--- src/rtl/frequency_sweep.sv ---
// Sweeps the DDS phase increment between start_M and stop_M, one step per dwell count of ticks.
// Optional crossing marker output enabled by defining FREQUENCY_SWEEP_MARKER_EN.
module frequency_sweep #(
  parameter int unsigned M_WIDTH     = 10,
  parameter int unsigned DWELL_WIDTH = 16
) (
  input  logic                   clk,
  input  logic                   rst,
  input  logic                   tick,
  input  logic                   enable,
  input  logic [1:0]             mode,
  input  logic [M_WIDTH-1:0]     start_M,
  input  logic [M_WIDTH-1:0]     stop_M,
  input  logic [M_WIDTH-1:0]     step_M,
  input  logic [DWELL_WIDTH-1:0] dwell,
`ifdef FREQUENCY_SWEEP_MARKER_EN
  input  logic [M_WIDTH-1:0]     marker_M,
  output logic                   marker,
`endif
  output logic [M_WIDTH-1:0]     phase_M,
  output logic                   busy,
  output logic                   sweep_done
);

  localparam int unsigned SUM_W = M_WIDTH + 1;

  typedef enum logic [1:0] {IDLE, RUN_UP, RUN_DOWN, HOLD} state_t;

  state_t                 state_q, state_d;
  logic [M_WIDTH-1:0]     phase_q, phase_d;
  logic                   busy_q, busy_d;
  logic                   done_q, done_d;
  logic [DWELL_WIDTH-1:0] cnt_q, cnt_d;
  logic                   wrap_q, wrap_d;
  logic [1:0]             mode_q, mode_d;
  logic [M_WIDTH-1:0]     start_q, start_d;
  logic [M_WIDTH-1:0]     stop_q, stop_d;
  logic [M_WIDTH-1:0]     step_q, step_d;
  logic [DWELL_WIDTH-1:0] dwell_q, dwell_d;

  logic [DWELL_WIDTH-1:0] dwell_last;
  logic                   step_evt;
  logic [SUM_W-1:0]       sum;
  logic signed [SUM_W-1:0] diff;

  // A dwell of zero behaves as one tick per step.
  assign dwell_last = (dwell_q == '0) ? '0 : dwell_q - DWELL_WIDTH'(1);
  assign step_evt   = tick && (cnt_q == dwell_last);
  assign sum        = {1'b0, phase_q} + {1'b0, step_q};
  assign diff       = $signed({1'b0, phase_q}) - $signed({1'b0, step_q});

  always_comb begin
    state_d = state_q;
    phase_d = phase_q;
    busy_d  = busy_q;
    done_d  = 1'b0;
    cnt_d   = cnt_q;
    wrap_d  = wrap_q;
    mode_d  = mode_q;
    start_d = start_q;
    stop_d  = stop_q;
    step_d  = step_q;
    dwell_d = dwell_q;
    case (state_q)
      IDLE: begin
        if (enable) begin
          mode_d  = mode;
          start_d = start_M;
          stop_d  = stop_M;
          step_d  = step_M;
          dwell_d = dwell;
          phase_d = start_M;
          busy_d  = 1'b1;
          cnt_d   = '0;
          wrap_d  = 1'b0;
          if ((mode == 2'b11) || (start_M >= stop_M) || (step_M == '0)) state_d = HOLD;
          else                                                          state_d = RUN_UP;
        end
      end
      RUN_UP, RUN_DOWN: begin
        if (tick) cnt_d = step_evt ? '0 : cnt_q + DWELL_WIDTH'(1);
        if (step_evt) begin
          if (state_q == RUN_UP) begin
            if (wrap_q) begin
              phase_d = start_q;
              wrap_d  = 1'b0;
            end else if (sum < {1'b0, stop_q}) begin
              phase_d = sum[M_WIDTH-1:0];
            end else begin
              phase_d = stop_q;
              case (mode_q)
                2'b01:   begin done_d = 1'b1; wrap_d = 1'b1; end
                2'b10:   state_d = RUN_DOWN;
                default: begin done_d = 1'b1; state_d = HOLD; end
              endcase
            end
          end else begin
            if (diff > $signed({1'b0, start_q})) begin
              phase_d = diff[M_WIDTH-1:0];
            end else begin
              phase_d = start_q;
              done_d  = 1'b1;
              state_d = RUN_UP;
            end
          end
        end
      end
      default: ;
    endcase
    if (done_q) done_d = 1'b0;
    // Dropping enable aborts the run and overrides any coincident step.
    if ((state_q != IDLE) && !enable) begin
      state_d = IDLE;
      phase_d = phase_q;
      busy_d  = 1'b0;
      done_d  = 1'b0;
      cnt_d   = '0;
      wrap_d  = 1'b0;
    end
  end

  always_ff @(posedge clk or negedge rst) begin
    if (!rst) begin
      state_q <= IDLE;
      phase_q <= '0;
      busy_q  <= 1'b0;
      done_q  <= 1'b0;
      cnt_q   <= '0;
      wrap_q  <= 1'b0;
      mode_q  <= '0;
      start_q <= '0;
      stop_q  <= '0;
      step_q  <= '0;
      dwell_q <= '0;
    end else begin
      state_q <= state_d;
      phase_q <= phase_d;
      busy_q  <= busy_d;
      done_q  <= done_d;
      cnt_q   <= cnt_d;
      wrap_q  <= wrap_d;
      mode_q  <= mode_d;
      start_q <= start_d;
      stop_q  <= stop_d;
      step_q  <= step_d;
      dwell_q <= dwell_d;
    end
  end

  assign phase_M    = phase_q;
  assign busy       = busy_q;
  assign sweep_done = done_q;

`ifdef FREQUENCY_SWEEP_MARKER_EN
  logic [M_WIDTH-1:0] mk_q, mk_d;
  logic               entry_q, entry_d;
  logic               marker_q, marker_d;
  logic               step_apply;

  assign step_apply = enable && step_evt && ((state_q == RUN_UP) || (state_q == RUN_DOWN));

  // Flags the step on which phase crosses the marker in the direction of travel.
  always_comb begin
    entry_d  = (state_q == IDLE) && enable;
    mk_d     = entry_d ? marker_M : mk_q;
    marker_d = 1'b0;
    if (enable && entry_q && (phase_q == mk_q)) marker_d = 1'b1;
    if (step_apply) begin
      if ((state_q == RUN_UP) && (phase_q < mk_q) && (phase_d >= mk_q))   marker_d = 1'b1;
      if ((state_q == RUN_DOWN) && (phase_q > mk_q) && (phase_d <= mk_q)) marker_d = 1'b1;
    end
  end

  always_ff @(posedge clk or negedge rst) begin
    if (!rst) begin
      mk_q     <= '0;
      entry_q  <= 1'b0;
      marker_q <= 1'b0;
    end else begin
      mk_q     <= mk_d;
      entry_q  <= entry_d;
      marker_q <= marker_d;
    end
  end

  assign marker = marker_q;
`endif

endmodule

--- config.mk ---
export PLATFORM = sky130hd
export DESIGN_NAME = frequency_sweep
export DESIGN_NICKNAME = d
export VERILOG_FILES = /design/src/rtl/frequency_sweep.sv
export SDC_FILE = /design/constraint.sdc
export NUM_CORES = 1
export LEC_CHECK = 0
export ABC_AREA = 1
export CAP_MARGIN = 10
export CELL_PAD_IN_SITES_DETAIL_PLACEMENT = 0
export CELL_PAD_IN_SITES_GLOBAL_PLACEMENT = 1
export CORE_MARGIN = 3
export CORE_UTILIZATION = 45
export CTS_CLUSTER_DIAMETER = 200
export DETAILED_ROUTE_END_ITERATION = 8
export PLACE_DENSITY = 0.94
export RECOVER_POWER = 25
export SYNTH_ARGS = -nofsm -noshare
export SYNTH_HDL_FRONTEND = slang
export SYNTH_SLANG_ARGS = --single-unit
export TNS_END_PERCENT = 50
--- constraint.sdc ---
create_clock -name clk -period 9.8 [get_ports clk]
set_clock_uncertainty 0.2 [all_clocks]
set_input_delay 0.98 -clock clk [delete_from_list [all_inputs] [get_ports clk]]
set_output_delay 0.98 -clock clk [all_outputs]
set_load 0.005 [all_outputs]
# Yosys cells after proc, flatten, opt, wreduce, memory -nomap -nowiden
# Cells that the tools add are included.
dict set report op_classes {
  addsub 4
  n_eq_ne 16
  mux 43
  bitwise_logic 1
  reduce_logical 20
  order_cmp 3
}
# operator n
set op_table {}
lappend op_table {{2-to-1 mux 16 bit} 5}
lappend op_table {{2-to-1 mux 10 bit} 6}
lappend op_table {{one-hot mux 16 bit (2 select lines)} 1}
lappend op_table {{one-hot mux 10 bit (2 select lines)} 1}
lappend op_table {{2-to-1 mux 1 bit} 19}
lappend op_table {{adder 16 x 1 -> 16 bit (second input constant)} 1}
lappend op_table {{equality test 16 bit} 1}
lappend op_table {{logical NOT 16 bit} 1}
lappend op_table {{2-to-1 mux 2 bit} 8}
lappend op_table {{!= test 4 bit (second input constant)} 4}
lappend op_table {{subtractor 16 x 1 -> 16 bit (second input constant)} 1}
lappend op_table {{!= test 3 bit (second input constant)} 4}
lappend op_table {{adder 10 x 10 -> 11 bit} 1}
lappend op_table {{> comparator 11 bit} 1}
lappend op_table {{< comparator 11 x 10 -> 1 bit} 1}
lappend op_table {{subtractor 10 x 10 -> 11 bit} 1}
lappend op_table {{greater-or-equal comparator 10 bit} 1}
lappend op_table {{logical NOT 10 bit} 1}
lappend op_table {{one-hot mux 2 bit (2 select lines)} 2}
lappend op_table {{AND reduction 4 bit} 2}
lappend op_table {{nonzero test 2 bit} 4}
lappend op_table {{AND reduction 7 bit} 1}
lappend op_table {{equality test 2 bit (second input constant)} 3}
lappend op_table {{equality test 2 x 1 -> 1 bit (second input constant)} 2}
lappend op_table {{other kinds (11)} 15}
dict set report totals {
  regBits 79
  wordCells 98
  out_inout_bits 12
}

# Logic depth before layout (Yosys ltp)
dict set report depth {
  depth_word 9
  mapped_depth 28
  depth_no_buf 26
}

# Worst setup path before layout
# No wires, ideal clock.
dict set report synth_path {
  kind {register -> register}
  start {reg phase_q[0] (netlist: phase_M[0])}
  end {reg phase_q[0] (netlist: phase_M[0])}
  setup_ns 0.117
  setup_slack_ns 6.342
  required_ns 9.483
  path_buffers 1
  arrival_time_ns 3.141
  stages_incl_launch_ff 23
  cell_sequence {dfrtp_1 -> inv_1 -> ha_1 -> fa_1 -> nand3b_1 -> nand2_1 -> nand3_1 -> nand2_1 -> xor2_1 -> inv_1 -> ha_1 -> nand2_1 -> nor4b_1 -> nand3_1 -> nand3_1 -> clkbuf_1 -> nand2_1 -> nand3_1 -> nand2_1 -> nand2_1 -> nand2_1 -> nand3_1 -> nand2_1}
}
dict set report synth_via {
  elab_chain_cells 7
}
# element line
set synth_rtl {}
lappend synth_rtl {{from (decl)} 30} ;# logic [M_WIDTH-1:0] phase_q, phase_d;
lappend synth_rtl {{from (signal assigned)} 137} ;# phase_q <= phase_d;
lappend synth_rtl {{adder 10 x 10 -> 11 bit} 49} ;# assign sum = {1'b0, phase_q} + {1'b0, step_q};
lappend synth_rtl {{< comparator 11 x 10 -> 1 bit} 87} ;# end else if (sum < {1'b0, stop_q}) begin
lappend synth_rtl {{2-to-1 mux 10 bit} 87}
lappend synth_rtl {{2-to-1 mux 10 bit} 84} ;# if (wrap_q) begin
lappend synth_rtl {{2-to-1 mux 10 bit (*)} 83} ;# if (state_q == RUN_UP) begin
lappend synth_rtl {{2-to-1 mux 10 bit (*)} 82} ;# if (step_evt) begin
lappend synth_rtl {{one-hot mux 10 bit (2 select lines) (*)} 64} ;# case (state_q)
# Mark *: on every way between the ends. The rest lies on a longest branch, timed or not. The select of a mux whose other input is x is not followed.
# A chain may end at the register's enable or synchronous reset.

==> qor.csv <==
metric;value;unit
rsz0062_at_grt;no;
synth.distinct_cells;39;
cts-resized-gates;0;
dp_hpwl;13700;um
worstSetupPathType;input port to async pin;
max_freq;0.212;GHz
overflow;0;
crit_end;phase_M[4];
synth-main-ff-cell;dfrtp_1;
grt_usage;22.5;%
clk_root_buffer_cell;clkbuf_16;
cp_top_family;buffers and inverters;
setup_viol;0;
grt_pass1_wl;29600;um
start_util;47.0;%
drive_gt1_share;3.92;%
cp.arrival;4.20;ns
htreeDepth;3;
grt_pass1_vias;5879;
vias;6414;
seqCellArea;0.00198;mm2
antenna_found_initial;0;
io_buffers;63;
path_buf_inv;2;
drc;0;
rr_endpoint;state_q[1];
drv_cap;1;
viasPerCell;5.23;
synth_cells;996;
startpoint;rst;
synth-seq-cells;79;
yosysSeqAreaShare;29.7;%
numCtsBuffers;9;
reg2regPathDepth;19;
cpPeakStageDelay;2.47;ns
insertion_delay;0.35;ns
async_reset_ff_share;100;%
antenna_cells;0;
crit_path_frequent_cell;clkbuf_1;
violations;max-capacitance violations, max-slew violations;
clk_pin_slew;0.07;ns
worstMarginPinSlew;3.42;ns
crit_path_end_kind;async pin;
hold_viol_final;0;
drt-pass1-iter-count;6;
worst_path_max_delay_cell;clkbuf_1;
fill_cells;1398;
worstPathMaxFanout;63;
r2r-start;phase_M[0];
wl_per_cell;14.4;um
drt_iter0_markers;565;
layout.nets;1151;
synthesis.nets;1106;
die_h;128;um
synth_edf_count;0;
drv_slew;64;
cts_tree;built;
required;9.28;ns
slew_headroom;-128;%
crit_cells;2;
fin_crit_sh;48.1;%
die_area;0.0163;mm2
gp_congestion;0.889;
core_area;0.0141;mm2
cts.sinks;79;
cts_setup_buffers;0;
ant_nets;0;
avgSynthCellArea;6.67;um2
rows;43;
fp.dieW;128;um
crit_chain;clkbuf_1 -> clkbuf_1;
period_minus_slack;4.72;ns
cts_buffer_depth;2;
fin_hold_ws;0.295;ns
ys.warnings.count;0;
drt-total-wl;17700;um
crit_path_start_kind;input port;
grt_start_max_net_pins;94;
cts_hold_buf;0;
multi_input_area;0.00398;mm2
r2r_setup_slack;5.57;ns
status;finished with violations;
io_pins;64;
min_path_type;register to register;
area_growth;15.3;%
tns;0;ns
syn-cell-area;0.00665;mm2
## flip-flops by register name (all words and copies together), names as in the netlist
| name | cells |
|---|---|
| wrap_q | 1 |
| sweep_done | 1 |
| start_q | 10 |
| dwell_q | 16 |
| stop_q | 10 |
| mode_q | 2 |
| busy | 1 |
| step_q | 10 |
| phase_M | 10 |
| cnt_q | 16 |
| state_q | 2 |
## worst min path at each step
stage                          start    endpoint  depth (start not counted)
final                           busy        busy                          2
after global routing      state_q[1]  state_q[1]                          2
after CTS                        rst   stop_q[7]                          1
after detailed placement        busy        busy                          2
after global placement          busy        busy                          2
after floorplan           state_q[1]  state_q[1]                          2
## per-layer routing
metal	GRT usage, %	wire [um]	up-vias
li1	-	-	3311
met1	35.6	9170	2912
met2	31.5	7180	179
met3	4.77	1200	12
met4	3.91	131	0
met5	0	0	-
## layout by cell type (no fill, tap or decap), drive strengths merged, types with 24 or more instances in the layout
cell	count
clkdlybuf4s50	62
dfrtp	79
nand3	89
inv	144
nand2	314
o21ai	67
nor2	71
nand4	40
xor2	24
a21oi	47
ha	56
## cells in the mapped netlist (6+ instances only)
| master | n | area share (%) |
|---|---|---|
| nor2_1 | 66 | 3.7 |
| buf_2 | 7 | 0.53 |
| clkbuf_1 | 20 | 1.1 |
| nand2_1 | 307 | 17 |
| dfrtp_1 | 79 | 30 |
| nand4_1 | 40 | 3.8 |
| xor2_1 | 24 | 3.2 |
| a21oi_1 | 46 | 3.5 |
| nand3_1 | 85 | 6.4 |
| o21ai_0 | 63 | 4.7 |
| ha_1 | 56 | 11 |
| inv_1 | 140 | 7.9 |
| nor3_1 | 8 | 0.60 |
| nand2_2 | 6 | 0.56 |
## metrics by stage
step           utilization, %  setup slack, ns  cell area, um2  cells
5_1_grt                  54.1             4.19            7660   1226
2_1_floorplan               -             6.34            6650    996
6_report                 54.1             5.08            7660   1226
4_1_cts                  54.2             5.60            7670   1226
3_5_place_dp             52.1             5.59            7370   1210
3_3_place_gp             52.1             5.70            7370   1210
## final cells by class
cell class / count / share of cell area (%)
clock inverters: 7 / 1.01
well taps: 180 / 2.94
multi-input cells: 744 / 52.0
inverters: 141 / 6.91
flip-flops and latches: 79 / 25.8
repair buffers: 66 / 8.39
clock buffers: 9 / 2.94
## logic make-up after synthesis
group | count (synthesis) | synth area share (%)
buffers and inverters | 173 | 10.4
and+or+nand+nor | 533 | 35.0
muxes | 3 | 0.508
DFF | 79 | 29.7
xor gates and xnor gates | 25 | 3.29
adders and majority gates | 58 | 11.1
AOI/OAI and AO/OA | 125 | 9.94
Power is left out: the tool's default activity adds up to more than one toggle a clock period on the data nets, which glitch-free logic cannot reach.
